--- src/rtl/scoreboard_hazard_if.sv ---
// Issue-side bundle between the ID stage and the hazard scoreboard.
// master = ID / pipeline control, slave = scoreboard_hazard.
interface scoreboard_hazard_if #(
  parameter int NREG = 32,
  parameter int AW   = 5,
  parameter int CW   = 3
);
  logic            issue_valid;
  logic [AW-1:0]   issue_rs1;
  logic [AW-1:0]   issue_rs2;
  logic            issue_use_rs1;
  logic            issue_use_rs2;
  logic            issue_we;
  logic [AW-1:0]   issue_rd;
  logic [CW-1:0]   issue_lat;
  logic            flush;
  logic            stall;
  logic            issue_fire;
  logic            fwd1;
  logic            fwd2;
  logic [NREG-1:0] busy_mask;
  logic [31:0]     stall_cnt;

  modport master (
    output issue_valid, issue_rs1, issue_rs2, issue_use_rs1, issue_use_rs2,
           issue_we, issue_rd, issue_lat, flush,
    input  stall, issue_fire, fwd1, fwd2, busy_mask, stall_cnt
  );

  modport slave (
    input  issue_valid, issue_rs1, issue_rs2, issue_use_rs1, issue_use_rs2,
           issue_we, issue_rd, issue_lat, flush,
    output stall, issue_fire, fwd1, fwd2, busy_mask, stall_cnt
  );
endinterface

--- src/rtl/scoreboard_hazard.sv ---
// Issue-stage interlock: per-register writeback countdown scoreboard that
// raises stall on RAW/WAW hazards and flags operands served by the bypass.
module scoreboard_hazard #(
  parameter int NREG    = 32,
  parameter int AW      = 5,
  parameter int MAX_LAT = 4,
  parameter int CW      = 3,
  parameter int FWD_EN  = 1
) (
  input logic                clk,
  input logic                reset,
  scoreboard_hazard_if.slave sb
);

  localparam logic [CW-1:0] MAX_LAT_C = CW'(MAX_LAT);
  localparam logic [CW-1:0] ONE       = CW'(1);
  localparam bit            FWD       = (FWD_EN != 0);

  logic [CW-1:0]   cnt [NREG];
  logic [CW-1:0]   eff_lat;
  logic [CW-1:0]   cnt_rs1, cnt_rs2, cnt_rd;
  logic            rdy1, rdy2;
  logic            raw, waw;
  logic            stall, fire;
  logic [NREG-1:0] busy;
  logic [31:0]     stall_cnt_q;

  // NOTE: every variable assigned in always_comb gets a default first, so no
  // path through the block can leave it unassigned and infer a latch.
  always_comb begin
    eff_lat = sb.issue_lat;
    if (sb.issue_lat == '0)
      eff_lat = ONE;
    else if (sb.issue_lat > MAX_LAT_C)
      eff_lat = MAX_LAT_C;
  end

  assign cnt_rs1 = cnt[sb.issue_rs1];
  assign cnt_rs2 = cnt[sb.issue_rs2];
  assign cnt_rd  = cnt[sb.issue_rd];

  // A source is usable when its producer is done, or one cycle from done
  // and the bypass network can deliver it.
  assign rdy1 = (cnt_rs1 == '0) || (FWD && cnt_rs1 == ONE);
  assign rdy2 = (cnt_rs2 == '0) || (FWD && cnt_rs2 == ONE);

  assign raw = (sb.issue_use_rs1 && !rdy1) || (sb.issue_use_rs2 && !rdy2);
  assign waw = sb.issue_we && (sb.issue_rd != '0) && (cnt_rd > eff_lat);

  assign stall = sb.issue_valid && !sb.flush && (raw || waw);
  assign fire  = sb.issue_valid && !sb.flush && !stall;

  always_comb begin
    busy = '0;
    for (int r = 0; r < NREG; r++)
      busy[r] = (cnt[r] != '0);
  end

  assign sb.stall      = stall;
  assign sb.issue_fire = fire;
  assign sb.fwd1       = sb.issue_valid && sb.issue_use_rs1 && FWD && (cnt_rs1 == ONE);
  assign sb.fwd2       = sb.issue_valid && sb.issue_use_rs2 && FWD && (cnt_rs2 == ONE);
  assign sb.busy_mask  = busy;
  assign sb.stall_cnt  = stall_cnt_q;

  // NOTE: the counter array is flip-flops, not a RAM, so clearing every entry
  // on reset is both legal and required for a defined scoreboard state.
  // NOTE: sequential state uses non-blocking assignments only, so every flop
  // samples pre-edge values regardless of statement order.
  always_ff @(posedge clk) begin
    if (reset) begin
      for (int r = 0; r < NREG; r++)
        cnt[r] <= '0;
      stall_cnt_q <= '0;
    end else begin
      cnt[0] <= '0;
      // A new issue to r overrides the decrement of r's older write.
      for (int r = 1; r < NREG; r++) begin
        if (fire && sb.issue_we && (sb.issue_rd == AW'(r)))
          cnt[r] <= eff_lat;
        else if (cnt[r] != '0)
          cnt[r] <= cnt[r] - ONE;
      end
      if (stall && (stall_cnt_q != '1))
        stall_cnt_q <= stall_cnt_q + 32'd1;
    end
  end

endmodule

--- src/flat_wrapper.sv ---
// flat-port wrapper written by rule: the top's interface ports become plain ports
module scoreboard_hazard_flat 
#(
  parameter int NREG    = 32,
  parameter int AW      = 5,
  parameter int MAX_LAT = 4,
  parameter int CW      = 3,
  parameter int FWD_EN  = 1
)
  (clk, reset, sb_issue_valid, sb_issue_rs1, sb_issue_rs2, sb_issue_use_rs1, sb_issue_use_rs2, sb_issue_we, sb_issue_rd, sb_issue_lat, sb_flush, sb_stall, sb_issue_fire, sb_fwd1, sb_fwd2, sb_busy_mask, sb_stall_cnt);
  scoreboard_hazard_if #(.NREG(NREG), .AW(AW), .CW(CW)) sb_i ();
  input logic clk;
  input logic reset;
  input wire logic [$bits(sb_i.issue_valid)-1:0] sb_issue_valid;
  input wire logic [$bits(sb_i.issue_rs1)-1:0] sb_issue_rs1;
  input wire logic [$bits(sb_i.issue_rs2)-1:0] sb_issue_rs2;
  input wire logic [$bits(sb_i.issue_use_rs1)-1:0] sb_issue_use_rs1;
  input wire logic [$bits(sb_i.issue_use_rs2)-1:0] sb_issue_use_rs2;
  input wire logic [$bits(sb_i.issue_we)-1:0] sb_issue_we;
  input wire logic [$bits(sb_i.issue_rd)-1:0] sb_issue_rd;
  input wire logic [$bits(sb_i.issue_lat)-1:0] sb_issue_lat;
  input wire logic [$bits(sb_i.flush)-1:0] sb_flush;
  output wire logic [$bits(sb_i.stall)-1:0] sb_stall;
  output wire logic [$bits(sb_i.issue_fire)-1:0] sb_issue_fire;
  output wire logic [$bits(sb_i.fwd1)-1:0] sb_fwd1;
  output wire logic [$bits(sb_i.fwd2)-1:0] sb_fwd2;
  output wire logic [$bits(sb_i.busy_mask)-1:0] sb_busy_mask;
  output wire logic [$bits(sb_i.stall_cnt)-1:0] sb_stall_cnt;
  assign sb_i.issue_valid = sb_issue_valid;
  assign sb_i.issue_rs1 = sb_issue_rs1;
  assign sb_i.issue_rs2 = sb_issue_rs2;
  assign sb_i.issue_use_rs1 = sb_issue_use_rs1;
  assign sb_i.issue_use_rs2 = sb_issue_use_rs2;
  assign sb_i.issue_we = sb_issue_we;
  assign sb_i.issue_rd = sb_issue_rd;
  assign sb_i.issue_lat = sb_issue_lat;
  assign sb_i.flush = sb_flush;
  assign sb_stall = sb_i.stall;
  assign sb_issue_fire = sb_i.issue_fire;
  assign sb_fwd1 = sb_i.fwd1;
  assign sb_fwd2 = sb_i.fwd2;
  assign sb_busy_mask = sb_i.busy_mask;
  assign sb_stall_cnt = sb_i.stall_cnt;
  scoreboard_hazard #(.NREG(NREG), .AW(AW), .MAX_LAT(MAX_LAT), .CW(CW), .FWD_EN(FWD_EN)) u_core (.clk(clk), .reset(reset), .sb(sb_i));
endmodule
--- config.mk ---
export PLATFORM = sky130hd
export DESIGN_NAME = scoreboard_hazard_flat
export DESIGN_NICKNAME = d
export VERILOG_FILES = /design/src/rtl/scoreboard_hazard_if.sv /design/src/rtl/scoreboard_hazard.sv /design/src/flat_wrapper.sv
export SDC_FILE = /design/constraint.sdc
export NUM_CORES = 1
export LEC_CHECK = 0
export CAP_MARGIN = 20
export CORE_MARGIN = 10
export CORE_UTILIZATION = 54
export DETAILED_ROUTE_END_ITERATION = 8
export PLACE_DENSITY = 0.87
export SLEW_MARGIN = 20
export SYNTH_ARGS = -nofsm -noshare
export SYNTH_HDL_FRONTEND = slang
export SYNTH_SLANG_ARGS = --single-unit
--- constraint.sdc ---
create_clock -name clk -period 8.48 [get_ports clk]
set_input_delay 2.544 -clock clk [delete_from_list [all_inputs] [get_ports clk]]
set_output_delay 2.544 -clock clk [all_outputs]
set_load 0.005 [all_outputs]
==> out/results.txt, run 1 <==
The flow ran to the end, and the final reports show no timing, DRC or antenna violations. The number of max-slew violations in the final report is 0, and the number of violations reported at the end of detailed-routing iteration 0 is 1095. The finished cells cover 12100 sq um.

Detailed placement ended at an HPWL of 23300 um. The die outline area came out at 24900 sq um. The first global-routing pass estimated 49000 um of wire.

The final critical path time including I/O delays and setup was 8340 ps; the average size of a mapped cell was 9.55 sq um. After detailed placement, the total cell area comes to 11500 sq um. For the worst flop-to-flop path, the logic depth is 13.

The startpoint identified for the worst register-to-register timing path is u_core.cnt[21][1]$_SDFFCE_PP0P_. The tools report the start point of the critical path as sb_issue_rd[1]. In the final timing run, aggregate negative setup slack is 0 ps. In this run the critical register-to-register path is captured at u_core.cnt[10][2]$_SDFFCE_PN0P_.

For the leakage component of the power, the log shows 0.00475 uW. The initial utilization of the core area, before any placement, comes to 54.8%. In the synthesized netlist the dominant register cell turns out to be sky130_fd_sc_hd__edfxtp_1. Compared with the post-synthesis result, the final layout area differs by 17.8%.

The vertical extent of the die came out at 158 um. The cell accounting for the most synthesized area was sky130_fd_sc_hd__edfxtp_1. The worst pin sits at a relative slew slack of 25.9%. Setup repair after global routing left no endpoint under its margin.

Across all layers, the routed design uses 9085 vias. Data arrives at the worst endpoint at 5800 ps. In this run, distinct cell masters in the synthesized netlist total 74. The final core utilization came out at 64.5%. The worst register-to-register path has a setup slack of 3880 ps. Yosys attributes the largest share of cell area to sky130_fd_sc_hd__edfxtp_1, sky130_fd_sc_hd__mux4_2, sky130_fd_sc_hd__ha_1. The count of input and output buffers was 91. The run gives 120 MHz as the maximum clock frequency. The CTS clock-pin slew for the worst setup and hold paths is 50 ps. In the layout the commonest cells are sky130_fd_sc_hd__nor2_1, sky130_fd_sc_hd__edfxtp_1, sky130_fd_sc_hd__inv_1. The type of the worst min-delay path is flop to flop.

The synthesized design devotes to its leading area cell type 27.2% of total area. After synthesis, flip-flops and latches occupy 33.5% of the total area. The tree is rooted in a sky130_fd_sc_hd__clkbuf_16. The clock passes through at most 2 buffers. The type of the worst setup path is primary input to output pin.

Max-cap violations in this run came to 0. Of all nets on the critical path, the largest fanout is 4. The H-tree generated during clock tree synthesis spans 4 levels. The via count of the first global-routing pass is 8939. Clock tree skew after final layout: 10.1 ps. The run gives 0 as the number of design rule violations left after detail routing. For the number of nets with antenna violations after routing, the log shows 0. The total power divided by cell area was 318 nW/um^2. During I/O placement, the number of pins put on the boundary was 93. Initial antenna violation count: 0.

Counting the buffers created by CTS gives 17. The total number of yosys warnings was 0; the largest incremental delay on the critical path was 540 ps. Leaving out fill and tap cells, the most frequent cell in the layout is sky130_fd_sc_hd__nor2_1. Endpoint of the most critical setup path: sb_stall. The number of hold violations in the final report was 0; the floorplan die width was 158 um.

TritonCTS built the clock tree. The critical path goes through buf_2, mux4_2, mux4_2, mux2_2, ha_1, a21o_1, a21oi_1, nor3_2, a211oi_4, o21ai_2, and2_1, clkdlybuf4s50_1. The average detailed-routed wire length per instance is 22.3 um, and the total number of placement rows is 50. The final critical path takes up 98.4% of the cycle.

Cell type of the slowest stage on the worst timing path: sky130_fd_sc_hd__mux4_2. The synthesized design contains 125 register bits. Global routing consumed, over all layers together, 25.3% of the routing resources.

The element type at the critical path end is an output pin. In this run the post-CTS setup repair buffer count came out at 0. For the required time of the critical path, the log shows 5940 ps. Pre-CTS worst setup slack: -322 ps. The proportion of register bits with asynchronous set or reset after synthesis is 0%, and the via count normalized by instance count is 6.45. After global routing the overflow that remains totals 0.

The final layout contains routed wiring with a total length of 31400 um. The clock drives 125 sinks. Cells with a size suffix above 1 make up 15.9% of the layout. Synthesis handed over a netlist of 1073 instances.

Layout net count: 1251. The congestion estimate from routability-driven global placement came to 1.02. The count of flip-flops with a built-in enable after synthesis is 93, and the later-pin clock latency in the skew report is 430 ps. The count of final setup violators was 0. When the netlist entered floorplanning its net count stood at 1164.

For the worst ir drop on vdd, the log shows 172 uV. The total area inside the core boundary comes to 18700 sq um. The first TritonRoute pass finished after 6 iterations.

The cell with the most instances on the worst path was sky130_fd_sc_hd__mux4_2. The post-synth design cell area is 10200 sq um, and the largest net degree at the start of global routing is 78. The tools report the critical path launch point type as a primary input. At the pin with the least slew margin, the transition time is 1110 ps. The worst-case setup margin in the final layout is 138 ps.
==> what timing repair did <==
item	CTS	global route
pin swaps	0	1
setup endpoints to repair	2	2
hold buffers	0	0
resized for setup	5	9
gates cloned	0	0
==> routing by layer <==
metal | track usage, % | share of wire (%) | vias to the layer above
li1 | - | - | 4067
met4 | 9.97 | 4.1 | 0
met3 | 9.61 | 14 | 142
met2 | 39.7 | 45 | 566
met1 | 30.6 | 37 | 4310
met5 | 0.647 | 0 | -
==> worst min-delay path by stage <==
| stage | startpoint | end | slack, ps | cells past startpoint |
|---|---|---|---|---|
| after floorplan | u_core.sb.stall_cnt[6]$_SDFFE_PP0P_ | u_core.sb.stall_cnt[6]$_SDFFE_PP0P_ | 480 | 2 |
| after global placement | u_core.sb.stall_cnt[6]$_SDFFE_PP0P_ | u_core.sb.stall_cnt[6]$_SDFFE_PP0P_ | 480 | 2 |
| after detailed placement | u_core.sb.stall_cnt[6]$_SDFFE_PP0P_ | u_core.sb.stall_cnt[6]$_SDFFE_PP0P_ | 500 | 2 |
| after CTS | u_core.sb.stall_cnt[5]$_SDFFE_PP0P_ | u_core.sb.stall_cnt[5]$_SDFFE_PP0P_ | 520 | 2 |
| after global routing | u_core.sb.stall_cnt[5]$_SDFFE_PP0P_ | u_core.sb.stall_cnt[5]$_SDFFE_PP0P_ | 530 | 2 |
| final | u_core.sb.stall_cnt[26]$_SDFFE_PP0P_ | u_core.sb.stall_cnt[26]$_SDFFE_PP0P_ | 520 | 2 |
==> stage by stage <==
step / power, uW / std cells / hold WS (ps)
after floorplan: 2390 / 1073 / 477
final: 3840 / 1408 / 521
after global routing: 4050 / 1407 / 528
after global placement: 2970 / 1375 / 479
after detailed placement: 3050 / 1375 / 505
after CTS: 3790 / 1407 / 516
==> layout make-up <==
cell class / count / area [sq um]
fillers: 1416 / 6640
multi-input cells: 794 / 6200
flip-flops and latches: 125 / 3430
repair buffers: 126 / 1200
clock buffers: 22 / 497
inverters: 96 / 360
well taps: 234 / 293
clock inverters: 10 / 85.1
diodes: 1 / 2.50
==> power breakdown <==
| part | switching [uW] | internal [uW] | total (uW) |
|---|---|---|---|
| registers | 331 | 967 | 1300 |
| logic | 893 | 920 | 1810 |
| clock network | 286 | 443 | 729 |
==> registers in the layout, summed over array words and instances, names as in the netlist <==
name                 count
u_core.sb.stall_cnt     32
u_core.cnt              93
==> synthesized netlist by cell type, types with 25 or more instances <==
| cell | number |
|---|---|
| sky130_fd_sc_hd__nor2_1 | 145 |
| sky130_fd_sc_hd__mux2_2 | 35 |
| sky130_fd_sc_hd__nor3_1 | 37 |
| sky130_fd_sc_hd__nand2_1 | 61 |
| sky130_fd_sc_hd__nor2b_1 | 25 |
| sky130_fd_sc_hd__ha_1 | 66 |
| sky130_fd_sc_hd__edfxtp_1 | 93 |
| sky130_fd_sc_hd__o21ai_0 | 26 |
| sky130_fd_sc_hd__mux4_2 | 48 |
| sky130_fd_sc_hd__mux2i_1 | 28 |
| sky130_fd_sc_hd__nand3_1 | 36 |
| sky130_fd_sc_hd__or3_1 | 40 |
| sky130_fd_sc_hd__inv_1 | 92 |
| sky130_fd_sc_hd__dfxtp_1 | 32 |
| sky130_fd_sc_hd__clkbuf_1 | 35 |
| sky130_fd_sc_hd__a21oi_1 | 38 |
==> cell families after synthesis <==
| kind of cell | Yosys count | share of synthesized area (%) |
|---|---|---|
| flip-flops | 125 | 33.5 |
| XOR/XNOR | 25 | 2.14 |
| buffers and inverters | 154 | 6.10 |
| AO/OA/AOI/OAI | 154 | 10.4 |
| AND/OR/NAND/NOR | 425 | 21.3 |
| other | 1 | 0.0366 |
| adder cells (fa/ha/maj) | 66 | 8.06 |
| multiplexers | 123 | 18.4 |
==> critical path, delay by kind of cell <==
family                   cells  cell delay [ps]
AND/OR/NAND/NOR              2              280
buffers and inverters        2              690
adder cells (fa/ha/maj)      1              300
AO/OA/AOI/OAI                4              670
multiplexers                 3             1320
No activity file was read; power rests on OpenSTA's default activity.
==> inputs of run 2 (changes only) <==
Settings changed: CTS_CLUSTER_DIAMETER from default to 50.
==> results of run 2 <==
The final DEF is identical to that of run 1; final timing and power are the same.
